--- src/rtl/musicbox_sdram_pkg.sv ---
// Shared constants and types for the musicbox SDRAM access path.
package musicbox_sdram_pkg;

  localparam int unsigned NUM_REQ         = 3;
  localparam int unsigned ADDR_W          = 24;
  localparam int unsigned DATA_W          = 16;
  localparam int unsigned MAX_OUTSTANDING = 4;

  localparam int unsigned REQ_RECORD  = 0;
  localparam int unsigned REQ_RECPLAY = 1;
  localparam int unsigned REQ_SONG    = 2;

  typedef logic [$clog2(NUM_REQ)-1:0] tag_t;

  typedef enum logic {
    StArb,
    StIssue
  } arbState_t;

endpackage

--- src/rtl/sdram_arb_tag_fifo.sv ---
// In-order FIFO of requester tags for reads in flight; push and pop may coincide even when full.
module sdram_arb_tag_fifo #(
  parameter int unsigned DEPTH = 4,
  parameter int unsigned WIDTH = 2
) (
  input  logic             clock_50Mhz,
  input  logic             reset,
  input  logic             push,
  input  logic [WIDTH-1:0] pushTag,
  input  logic             pop,
  output logic [WIDTH-1:0] popTag,
  output logic             full,
  output logic             empty
);

  localparam int unsigned PtrW = (DEPTH > 1) ? $clog2(DEPTH) : 1;

  logic [WIDTH-1:0] slots [DEPTH];
  logic [PtrW-1:0]  wrPtrQ, rdPtrQ;
  logic [PtrW:0]    countQ;
  logic             doPush, doPop;

  assign full   = (countQ == (PtrW + 1)'(DEPTH));
  assign empty  = (countQ == '0);
  assign doPop  = pop & ~empty;
  // A pop in the same cycle frees the slot the push needs.
  assign doPush = push & (~full | doPop);
  assign popTag = slots[rdPtrQ];

  always_ff @(posedge clock_50Mhz) begin
    if (doPush) begin
      slots[wrPtrQ] <= pushTag;
    end
  end

  always_ff @(posedge clock_50Mhz) begin
    if (reset) begin
      wrPtrQ <= '0;
      rdPtrQ <= '0;
      countQ <= '0;
    end else begin
      if (doPush) begin
        wrPtrQ <= wrPtrQ + 1'b1;
      end
      if (doPop) begin
        rdPtrQ <= rdPtrQ + 1'b1;
      end
      case ({doPush, doPop})
        2'b10:   countQ <= countQ + 1'b1;
        2'b01:   countQ <= countQ - 1'b1;
        default: countQ <= countQ;
      endcase
    end
  end

endmodule

--- src/rtl/sdram_access_arbiter.sv ---
// Shares one SDRAM controller port among the audio requesters, routing read data back by tag.
// Define SDRAM_ARB_RECORD_PRIORITY_EN to give the record-write requester fixed priority.
module sdram_access_arbiter #(
  parameter int unsigned NUM_REQ         = musicbox_sdram_pkg::NUM_REQ,
  parameter int unsigned ADDR_W          = musicbox_sdram_pkg::ADDR_W,
  parameter int unsigned DATA_W          = musicbox_sdram_pkg::DATA_W,
  parameter int unsigned MAX_OUTSTANDING = musicbox_sdram_pkg::MAX_OUTSTANDING
) (
  input  logic                      clock_50Mhz,
  input  logic                      reset,
  input  logic [NUM_REQ-1:0]        req,
  input  logic [NUM_REQ-1:0]        req_write,
  input  logic [NUM_REQ*ADDR_W-1:0] req_addr,
  input  logic [NUM_REQ*DATA_W-1:0] req_wdata,
  output logic [NUM_REQ-1:0]        gnt,
  output logic [NUM_REQ-1:0]        rvalid,
  output logic [DATA_W-1:0]         rdata,
  output logic                      mem_req,
  output logic                      mem_write,
  output logic [ADDR_W-1:0]         mem_addr,
  output logic [DATA_W-1:0]         mem_wdata,
  input  logic                      mem_ready,
  input  logic                      mem_rvalid,
  input  logic [DATA_W-1:0]         mem_rdata,
  output logic                      protocol_error
);

  import musicbox_sdram_pkg::*;

  localparam int unsigned TagW = (NUM_REQ > 1) ? $clog2(NUM_REQ) : 1;

  arbState_t         stateQ, stateD;
  logic [TagW-1:0]   selQ, selD;
  logic [TagW-1:0]   rrPtrQ, rrPtrD;
  logic [TagW-1:0]   winner;
  logic [TagW-1:0]   popTag;
  logic [NUM_REQ-1:0] eligible, rrEligible;
  logic              found;
  logic              advanceRr;
  logic              accept;
  logic              tagPush, tagPop;
  logic              fifoFull, fifoEmpty;
  logic              memReqD, memWriteD;
  logic [ADDR_W-1:0] memAddrD;
  logic [DATA_W-1:0] memWdataD;
  int unsigned       idx;

  // Reads need a free tag slot; writes never wait on the FIFO.
  assign eligible = req & (fifoFull ? req_write : {NUM_REQ{1'b1}});

`ifdef SDRAM_ARB_RECORD_PRIORITY_EN
  assign advanceRr = (selQ != TagW'(REQ_RECORD));
`else
  assign advanceRr = 1'b1;
`endif

  always_comb begin
    found      = 1'b0;
    winner     = '0;
    idx        = 0;
    rrEligible = eligible;
`ifdef SDRAM_ARB_RECORD_PRIORITY_EN
    if (eligible[REQ_RECORD]) begin
      found  = 1'b1;
      winner = TagW'(REQ_RECORD);
    end
    rrEligible[REQ_RECORD] = 1'b0;
`endif
    for (int unsigned i = 0; i < NUM_REQ; i++) begin
      idx = (int'(rrPtrQ) + i) % NUM_REQ;
      if (!found && rrEligible[idx[TagW-1:0]]) begin
        found  = 1'b1;
        winner = idx[TagW-1:0];
      end
    end
  end

  assign accept  = (stateQ == StIssue) & mem_ready & ~reset;
  assign tagPush = accept & ~mem_write;
  assign tagPop  = mem_rvalid & ~fifoEmpty;

  always_comb begin
    gnt = '0;
    if (accept) begin
      gnt[selQ] = 1'b1;
    end
  end

  always_comb begin
    stateD    = stateQ;
    selD      = selQ;
    rrPtrD    = rrPtrQ;
    memReqD   = mem_req;
    memWriteD = mem_write;
    memAddrD  = mem_addr;
    memWdataD = mem_wdata;
    case (stateQ)
      StArb: begin
        memReqD = 1'b0;
        if (found) begin
          stateD    = StIssue;
          selD      = winner;
          memReqD   = 1'b1;
          memWriteD = req_write[winner];
          memAddrD  = req_addr[int'(winner)*ADDR_W +: ADDR_W];
          memWdataD = req_wdata[int'(winner)*DATA_W +: DATA_W];
        end
      end
      StIssue: begin
        // Request fields stay frozen until the controller takes them.
        if (mem_ready) begin
          stateD  = StArb;
          memReqD = 1'b0;
          if (advanceRr) begin
            rrPtrD = (selQ == TagW'(NUM_REQ - 1)) ? '0 : selQ + 1'b1;
          end
        end
      end
      default: stateD = StArb;
    endcase
  end

  always_ff @(posedge clock_50Mhz) begin
    if (reset) begin
      stateQ    <= StArb;
      selQ      <= '0;
      rrPtrQ    <= '0;
      mem_req   <= 1'b0;
      mem_write <= 1'b0;
      mem_addr  <= '0;
      mem_wdata <= '0;
    end else begin
      stateQ    <= stateD;
      selQ      <= selD;
      rrPtrQ    <= rrPtrD;
      mem_req   <= memReqD;
      mem_write <= memWriteD;
      mem_addr  <= memAddrD;
      mem_wdata <= memWdataD;
    end
  end

  always_ff @(posedge clock_50Mhz) begin
    if (reset) begin
      rvalid         <= '0;
      rdata          <= '0;
      protocol_error <= 1'b0;
    end else begin
      rvalid <= '0;
      if (tagPop) begin
        rvalid[popTag] <= 1'b1;
        rdata          <= mem_rdata;
      end
      if (mem_rvalid && fifoEmpty) begin
        protocol_error <= 1'b1;
      end
    end
  end

  sdram_arb_tag_fifo #(
    .DEPTH(MAX_OUTSTANDING),
    .WIDTH(TagW)
  ) u_tagFifo (
    .clock_50Mhz(clock_50Mhz),
    .reset      (reset),
    .push       (tagPush),
    .pushTag    (selQ),
    .pop        (mem_rvalid),
    .popTag     (popTag),
    .full       (fifoFull),
    .empty      (fifoEmpty)
  );

endmodule

--- config.mk ---
export PLATFORM = sky130hd
export DESIGN_NAME = sdram_access_arbiter
export DESIGN_NICKNAME = d
export VERILOG_FILES = /design/src/rtl/musicbox_sdram_pkg.sv /design/src/rtl/sdram_arb_tag_fifo.sv /design/src/rtl/sdram_access_arbiter.sv
export SDC_FILE = /design/constraint.sdc
export NUM_CORES = 1
export LEC_CHECK = 0
export ABC_AREA = 0
export CAP_MARGIN = 30
export CORE_MARGIN = 3
export CORE_UTILIZATION = 37
export DETAILED_ROUTE_END_ITERATION = 8
export GPL_ROUTABILITY_DRIVEN = 0
export PLACE_DENSITY = 0.87
export SLEW_MARGIN = 20
export SYNTH_ARGS = -nofsm -noshare
export SYNTH_HDL_FRONTEND = slang
export SYNTH_HIERARCHICAL = 1
export SYNTH_SLANG_ARGS = --single-unit
--- constraint.sdc ---
create_clock -name clock_50Mhz -period 3.05 [get_ports clock_50Mhz]
set_input_delay 0.4575 -clock clock_50Mhz [delete_from_list [all_inputs] [get_ports clock_50Mhz]]
set_output_delay 0.4575 -clock clock_50Mhz [all_outputs]
set_load 0.03 [all_outputs]
==> results_dict.tcl, run 1 <==
set metrics [dict create \
    status "completed" \
    fin_crit_ps 2810 \
    setup_tns_ps 0 \
    async_flop_share_pct 0 \
    num_vias 4897 \
    synth_flop_cell "dfxtp_1" \
    drc_errors 0 \
    yosysTopAreaCellShare_pct 35.0 \
    syn_area_um2 4340 \
    min-delay-path-class "register to register" \
    worst_ep_required_time_ps 3280 \
    synth_edf_count 8 \
    initial_core_util_pct 38.9 \
    criticalPathCategory "register to register" \
    htree_levels 3 \
    start_kind "register" \
    fin_ws_ps 235 \
    worstPathArrival_ps 3050 \
    cp.depth 8 \
    post-place-ws_ps 254 \
    antenna-diode-count 0 \
    ios 211 \
    worst_pin_slew_ps 816 \
    drtIter0Drc 473 \
    cts_tree "done" \
    synth_area_per_cell_um2 8.87 \
    antenna_found_initial 0 \
    slew-limit-headroom_pct 45.5 \
    cts.clk_slew.worst_paths_ps 60 \
    layout.nets 830 \
    grt_pass1_wl_um 23400 \
    insertion_delay_ps 340 \
    skew_ps 7.04 \
    endpoint_kind "register" \
    area_growth_syn_to_layout_pct 57.6 \
    grt_overflow 0 \
    numClockSinks 84 \
    fillCellCount 952 \
    hold_depth 2 \
    path_common_cell "buf_4" \
    synth_largest_area_cell "dfxtp_1" \
    critPathTopFamily "simple AND/OR/NAND/NOR gates" \
    drive_above_1_share_pct 7.34 \
    yosys-top-cells-area "dfxtp_1, edfxtp_1, a221oi_1" \
    io_buffers 210 \
    r2r_slack_ps 240 \
    cap_violations 0 \
    syn_inst 490 \
    max_freq_mhz 355 \
    cts_resized 0 \
    max_stage_delay_ps 540 \
    cts_hold_buf 0 \
    hold-worst-slack_ps 457 \
    ir_drop_mv 0.307 \
    cts_made_buffers 9 \
    placed_area_um2 6550 \
    drtAntennaViolNets 0 \
    fp.dieArea_um2 13100 \
    ys_types 52 \
    post_cts_buffers 0 \
    yosys_warnings 6 \
    row_count 38 \
    first_pass_iters 5 \
    routedWlPerCell_um 18.6 \
    chipHeight_um 114 \
    slowest_stage "a221oi_1" \
    post-route-period-util_pct 92.3 \
    grt_max_degree 46 \
    grt_pass1_vias 4813 \
    finalHoldViolations 0 \
    vias_per_cell 5.96 \
    rsz0062_at_grt "false" \
    die-width_um 114 \
    ctsRootBufferMaster "clkbuf_16" \
    ctsLongestPathBuffers 2 \
    power_per_cell_area_nw_per_um2 530 \
    crit_buf_inv 2 \
    core-area_um2 11200 \
    hpwl_um 11000 \
    synth_nets 644 \
    routed_wl_um 15300 \
    drv_slew 0 \
    setup_viol 0 \
    cp_cell_sequence "nor3b_2 > nand2b_1 > a221oi_1 > or4_1 > buf_4 > nor3_4 > buf_4 > a311oi_1" \
    critPathMaxFanout 26 \
    yosysSeqAreaShare_pct 40.6 \
    worst_r2r_path_depth 8 \
    stdcell_area_um2 6850 \
    grt_use_total_pct 22.2 \
    p_leak_nw 2.51 \
    synth_seq_cells 84 \
]
-- synthesized netlist by cell type (4+ instances only) --
| master | count |
|---|---|
| dfxtp_1 | 76 |
| clkbuf_1 | 41 |
| nand2_1 | 40 |
| nor2_1 | 36 |
| a221oi_1 | 27 |
| and3_1 | 26 |
| a21oi_1 | 24 |
| o41ai_1 | 23 |
| o21ai_0 | 20 |
| a22oi_1 | 18 |
| a31oi_1 | 18 |
| o311ai_1 | 18 |
| a311oi_1 | 17 |
| inv_1 | 14 |
| buf_2 | 9 |
| edfxtp_1 | 8 |
| ha_1 | 7 |
| nand2b_1 | 7 |
| o311ai_0 | 5 |
| and2_2 | 4 |
| nand3_1 | 4 |
| nand4_1 | 4 |
| nor4b_1 | 4 |
-- per-stage QoR --
stage          power (mW)  util, %  instances
3_5_place_dp         2.53     58.6        805
3_3_place_gp         2.50     58.6        805
5_1_grt              3.79     61.3        821
4_1_cts              3.65     61.3        821
6_report             3.63     61.3        821
2_1_floorplan        1.99        -        490
-- cells in the final DEF (no fill, tap or decap), drive strengths merged, types with 4 or more instances in the layout --
cell	instances
a21oi	24
a221oi	28
a22oi	18
a311oi	17
a31oi	18
and2	5
and3	26
buf	21
clkbuf	10
clkdlybuf4s50	208
dfxtp	76
edfxtp	8
ha	7
inv	17
nand2	40
nand2b	7
nand3	4
nand4	4
nor2	36
nor3	4
nor4b	4
o21ai	20
o311ai	23
o41ai	23
-- state kept, by name, summed over array words and instances (netlist names), 2 cells and up, named ones only --
name              flops
u_tagFifo/wrPtrQ      2
u_tagFifo/countQ      3
u_tagFifo/slots       8
mem_addr             24
rdata                16
u_tagFifo/rdPtrQ      2
mem_wdata            16
selQ                  2
rvalid                3
rrPtrQ                2
-- area by class of cell --
type                       instances  area (um^2)  share of cell area [%]
timing repair buffer             229         2250                    32.9
clock inverter                     6         72.6                    1.06
inverter                          14         52.6                   0.768
multi-input combinational        338         2310                    33.7
sequential                        84         1760                    25.7
tap                              140          175                    2.56
clock buffer                      10          229                    3.34
-- cell families (layout without fill, tap and decap cells) --
group                    after synthesis  after routing  share of synthesized area (%)
AND/OR/NAND/NOR                      142            142                           16.9
adder cells (fa/ha/maj)                8              8                           2.48
AO/OA/AOI/OAI                        181            181                           31.2
XOR/XNOR                               3              3                          0.605
multiplexers                           4              4                           1.61
buffers and inverters                 68            259                           6.57
flip-flops                            84             84                           40.6
-- power by group --
group	leakage [nW]	switching (mW)	internal (mW)	total, mW
clock network	0.149	0.460	0.646	1.11
logic	1.66	0.656	0.545	1.20
registers	0.698	0.0815	1.24	1.32
total	2.51	1.20	2.43	3.63
-- metal layers --
metal  vias to the layer above  wire length (um)  track usage [%]
met1                      2290              5720             25.5
li1                       2287                 -                -
met4                         0               523             10.7
met2                       282              7520             38.4
met5                         -                 0                0
met3                        38              1490             5.66
-- worst register-to-register path: stages (launching register included) --
cell and delay, ps:
dfxtp_1 410, nor3b_2 470, nand2b_1 240, a221oi_1 540, or4_1 180, buf_4 300, nor3_4 70, buf_4 220
a311oi_1 270
-- final timing paths --
check / start / to
setup / recovery: u_tagFifo/countQ[2] / mem_wdata[8]
hold / removal: rdata[1] / rdata[1]
setup reg to reg: u_tagFifo/countQ[2] / mem_wdata[8]
hold reg to reg: rdata[1] / rdata[1]
(Power assumes the default switching activity.)
==> inputs of run 2 (changes only) <==
--- a/config.mk
+++ b/config.mk
@@ -11,6 +11,7 @@
 export CORE_UTILIZATION = 37
 export DETAILED_ROUTE_END_ITERATION = 8
 export GPL_ROUTABILITY_DRIVEN = 0
+export GPL_TIMING_DRIVEN = 0
 export PLACE_DENSITY = 0.87
 export SLEW_MARGIN = 20
 export SYNTH_ARGS = -nofsm -noshare
==> run 2 against run 1 <==
Non-clock buffer count is 33 higher. Worst setup slack better by 5.0 ps. Clock skew hardly changed. Routed wire length is 3.1% higher. Clock power about the same. Utilization up 0.66 points. Sequential power hardly changed. Via count grew 1.8%. Sequential share of layout area down 0.27 points. First-iteration DRC count up 6.8%. Flip-flop and latch count did not move. Hold slack gained 4.3 ps. Critical path type is now register to output pin. Largest power group unchanged. Highest routed layer unchanged.
==> results_dict.tcl, run 2 (synthesized netlist as in run 1, its figures left out) <==
set metrics [dict create \
    setup_tns_ps 0 \
    criticalPathCategory "register to output pin" \
    routed_wl_um 15700 \
    routedWlPerCell_um 18.4 \
    fp.dieArea_um2 13100 \
    fillCellCount 911 \
    p_leak_nw 2.52 \
    die-width_um 114 \
    core-area_um2 11200 \
    io_buffers 209 \
    grt_max_degree 16 \
    met2_usage_pct 39.2 \
    cap_violations 0 \
    row_count 38 \
    critPathMaxFanout 10 \
    area_growth_syn_to_layout_pct 59.3 \
    fin_crit_ps 2810 \
    num_vias 4984 \
    drive_above_1_share_pct 6.31 \
    crit_start "stateQ" \
    reg.largest.list "mem_addr: 24 flops, mem_wdata: 16 flops, rdata: 16 flops" \
    start_kind "register" \
    worstPathArrival_ps 2350 \
    gr-max-usage-layer "met2" \
    final_core_util_pct 61.9 \
    cts_made_buffers 9 \
    antenna_found_initial 0 \
    antenna-diode-count 0 \
    drv_slew 0 \
    insertion_delay_ps 340 \
    min-delay-path-class "register to register" \
    seq_area_um2 1760 \
    power_mw 3.64 \
    drc_errors 0 \
    finalNonFillerCells 853 \
    vias_per_cell 5.84 \
    hpwl_um 12100 \
    setup_viol 0 \
    worst_ep_required_time_ps 2590 \
    met3_usage_pct 5.44 \
    cts_tree "done" \
    ctsLongestPathBuffers 2 \
    power_per_cell_area_nw_per_um2 526 \
    rsz0062_at_grt "false" \
    finalHoldViolations 0 \
    initial_core_util_pct 38.9 \
    largest_register_ffs 24 \
    ios 211 \
    worst_pin_slew_ps 599 \
    ir_drop_mv 0.390 \
    cts.clk_slew.worst_paths_ps 60 \
    first_pass_iters 5 \
    slew-limit-headroom_pct 60.1 \
    fin_ws_ps 240 \
    final_cell_mix "clkdlybuf4s50_1, dfxtp_1, nand2_1" \
    placed_area_um2 6610 \
    ctsRootBufferMaster "clkbuf_16" \
    grt_use_total_pct 22.7 \
    max_freq_mhz 356 \
    drtAntennaViolNets 0 \
    layout.nets 863 \
    grt_pass1_wl_um 23500 \
    grt_pass1_vias 4795 \
    mostFrequentLayoutCell "clkdlybuf4s50_1" \
    dp.cells 839 \
    post-route-period-util_pct 92.1 \
    status "completed" \
    skew_ps 6.71 \
    chipHeight_um 114 \
    endpoint_kind "output pin" \
    largest_register "mem_addr" \
    htree_levels 3 \
    drtIter0Drc 505 \
    min-delay-start "rdata[12]" \
    post-place-ws_ps -353 \
    grt_overflow 0 \
    numClockSinks 84 \
    use_met1_pct 27.4 \
    stdcell_area_um2 6920 \
    worstReg2RegStart "u_tagFifo/countQ[2]" \
    multi_input_area_um2 2310 \
    hold-worst-slack_ps 461 \
]
## run 2: cell types whose count changed in the layout (fill, tap and decap cells not counted), moves of 2 or more
cell,previous run,this run
buf_6,0,2
buf_2,1,9
clkinv_4,1,4
buf_4,19,1
nor4_2,0,2
clkbuf_1,1,39
clkbuf_2,0,2
## run 2: per-layer routing
| metal | part of all wire [%] | up-vias | wire length [um] |
|---|---|---|---|
| li1 | - | 2357 | - |
| met1 | 40 | 2355 | 6320 |
| met2 | 49 | 244 | 7680 |
| met3 | 8.9 | 28 | 1400 |
| met4 | 2.1 | 0 | 328 |
| met5 | 0 | - | 0 |
## run 2: worst max-delay path: stages (launching register included)
cell and delay [ps]:
dfxtp_1 450, clkbuf_2 270, nand2_1 160, nor4b_2 390
clkdlybuf4s50_1 750
## run 2: cell type report
cell class	count	area share, %
Buffer	53	3.34
Multi-Input combinational cell	338	33.4
Clock inverter	6	1.07
Inverter	14	0.759
Tap cell	140	2.53
Sequential cell	84	25.5
Clock buffer	9	3.25
Timing Repair Buffer	209	30.2
## run 2: path summary, 6_finish.rpt
path                to  slack [ps]  depth (start not counted)
max             gnt[1]         240                          4
min          rdata[12]         460                          2
max reg2reg  mem_write         300                          7
min reg2reg  rdata[12]         460                          2
## run 2: power by group
part / internal (mW) / switching (mW)
combinational: 0.548 / 0.664
sequential: 1.24 / 0.0837
clock: 0.638 / 0.467
## run 2: timing repair
item | 4_1_cts | 5_1_grt
hold buffers | 0 | 0
setup buffers | 0 | 0
resized for setup | 4 | 2
setup endpoints to repair | 3 | 2
==> inputs of run 3 (changes only) <==
--- a/config.mk
+++ b/config.mk
@@ -8,12 +8,11 @@
 export ABC_AREA = 0
 export CAP_MARGIN = 30
 export CORE_MARGIN = 3
-export CORE_UTILIZATION = 37
+export CORE_UTILIZATION = 38
+export CTS_BUF_LIST = sky130_fd_sc_hd__clkbuf_8
 export DETAILED_ROUTE_END_ITERATION = 8
-export GPL_ROUTABILITY_DRIVEN = 0
 export GPL_TIMING_DRIVEN = 0
-export PLACE_DENSITY = 0.87
-export SLEW_MARGIN = 20
+export PLACE_DENSITY = 0.89
 export SYNTH_ARGS = -nofsm -noshare
 export SYNTH_HDL_FRONTEND = slang
 export SYNTH_HIERARCHICAL = 1
==> run 3 against run 2 <==
Design area decreased by 1.5%. Sequential share of layout area increased by 0.39 points. Clock skew increased by 2.1 ps. Register-to-register slack got worse by 40 ps. Critical path type unchanged. Fmax decreased by 2.9%. Largest cell class unchanged. Utilization increased by 0.13 points. Non-clock buffer count increased by 1. Highest routed layer unchanged.
==> results_dict.tcl, run 3 (synthesized netlist as in run 1, its figures left out) <==
set metrics [dict create \
    cts_tree "done" \
    worst_pin_slew_ps 570 \
    drv_slew 0 \
    row_count 38 \
    drtAntennaViolNets 0 \
    die-width_um 113 \
    grt_pass1_vias 4844 \
    vias_per_cell 5.88 \
    grt_pass1_wl_um 23800 \
    drtIter0Drc 524 \
    antenna_found_initial 0 \
    cts_hold_buf 0 \
    worstPathArrival_ps 2440 \
    fp.dieArea_um2 12800 \
    slew-limit-headroom_pct 62.0 \
    core-area_um2 11000 \
    rsz0062_at_grt "false" \
    area_growth_syn_to_layout_pct 56.9 \
    cts.clk_slew.worst_paths_ps 100 \
    numClockSinks 84 \
    ios 211 \
    grt_overflow 0 \
    routedWlPerCell_um 18.4 \
    p_leak_nw 2.48 \
    largest_register "mem_addr" \
    placed_area_um2 6610 \
    criticalPathCategory "register to output pin" \
    io_buffers 209 \
    status "completed" \
    ctsLongestPathBuffers 2 \
    max_freq_mhz 346 \
    antenna-diode-count 0 \
    drc_errors 0 \
    worst_ep_required_time_ps 2590 \
    layout.nets 864 \
    grt_use_total_pct 23.0 \
    mostFrequentLayoutCell "clkdlybuf4s50_1" \
    largest_register_ffs 24 \
    first_pass_iters 7 \
    cts_made_buffers 9 \
    grt_max_degree 19 \
    routed_wl_um 15800 \
    chipHeight_um 113 \
    critPathMaxFanout 10 \
    endpoint_kind "output pin" \
    setup_viol 0 \
    hold-worst-slack_ps 449 \
    reg.largest.list "mem_addr: 24 flops, mem_wdata: 16 flops, rdata: 16 flops" \
    min-delay-path-class "input port to register" \
    num_vias 5024 \
    start_kind "register" \
    gp_congestion 0.901 \
    cap_violations 0 \
    hpwl_um 12000 \
    finalHoldViolations 0 \
    power_per_cell_area_nw_per_um2 489 \
    ctsRootBufferMaster "clkbuf_8" \
    final_cell_mix "clkdlybuf4s50_1, dfxtp_1, nand2_1" \
    insertion_delay_ps 360 \
    skew_ps 8.84 \
    drive_above_1_share_pct 6.43 \
    fin_crit_ps 2890 \
    post-route-period-util_pct 94.9 \
    ir_drop_mv 0.234 \
    stdcell_area_um2 6820 \
    initial_core_util_pct 39.6 \
    htree_levels 3 \
]
==> run 3: cell types whose count changed in the layout (fill, tap and decap cells not counted) <==
| cell | previous run | this run |
|---|---|---|
| bufinv_16 | 1 | 0 |
| clkbuf_16 | 9 | 0 |
| clkbuf_2 | 2 | 3 |
| clkbuf_8 | 0 | 9 |
| clkdlybuf4s50_1 | 208 | 207 |
| clkinv_4 | 4 | 1 |
| clkinv_8 | 0 | 1 |
| dlygate4sd2_1 | 1 | 2 |
| inv_6 | 1 | 3 |
| inv_8 | 0 | 2 |
| nor4_1 | 1 | 2 |
| nor4_2 | 2 | 1 |
==> run 3: path summary, 6_finish.rpt <==
| path | start | end | slack, ps | cells after the start |
|---|---|---|---|---|
| setup / recovery | stateQ | gnt[2] | 160 | 4 |
| hold / removal | reset | u_tagFifo/rdPtrQ[0] | 450 | 2 |
| setup reg to reg | stateQ | u_tagFifo/countQ[2] | 260 | 11 |
| hold reg to reg | rdata[6] | rdata[6] | 460 | 2 |
==> run 3: repair_timing <==
action | CTS | global route
endpoints found under the setup margin | 4 | 4
resized for setup | 4 | 3
buffers inserted | 0 | 0
==> run 3: final cells by class <==
type,instances,area (um^2)
fillers,929,4170
multi-input cells,338,2300
repair buffers,209,2090
flip-flops and latches,84,1760
plain buffers,54,236
well taps,140,175
clock buffers,9,124
clock inverters,7,73.8
inverters,14,52.6
==> run 3: metrics by stage <==
stage	std cells	setup slack [ps]	setup TNS, ps	util [%]	power, mW
detailed placement	839	-416	-450	60.2	2.54
global route	855	67.3	0	62.1	3.48
global placement	839	-273	-273	60.2	2.51
floorplan	490	166	0	-	1.99
finish	855	156	0	62.1	3.33
CTS	855	0.925	0	62.0	3.34
==> run 3: layer usage <==
| layer | share of wire, % | vias to the layer above | wire [um] | track usage, % |
|---|---|---|---|---|
| li1 | - | 2352 | - | - |
| met1 | 39 | 2346 | 6130 | 28.0 |
| met2 | 48 | 288 | 7600 | 39.1 |
| met3 | 10 | 38 | 1620 | 6.26 |
| met4 | 2.6 | 0 | 402 | 7.85 |
| met5 | 0 | - | 0 | 0 |
==> run 3: critical path, stage by stage, from the launching register on <==
cell and delay (ps):
dfxtp_1 500, clkbuf_2 290, nand2_1 160, nor4b_2 370, clkdlybuf4s50_1 750
==> run 3: report_power, final <==
group	switching, mW	internal [mW]
clock network	0.475	0.324
logic	0.661	0.548
registers	0.0832	1.24
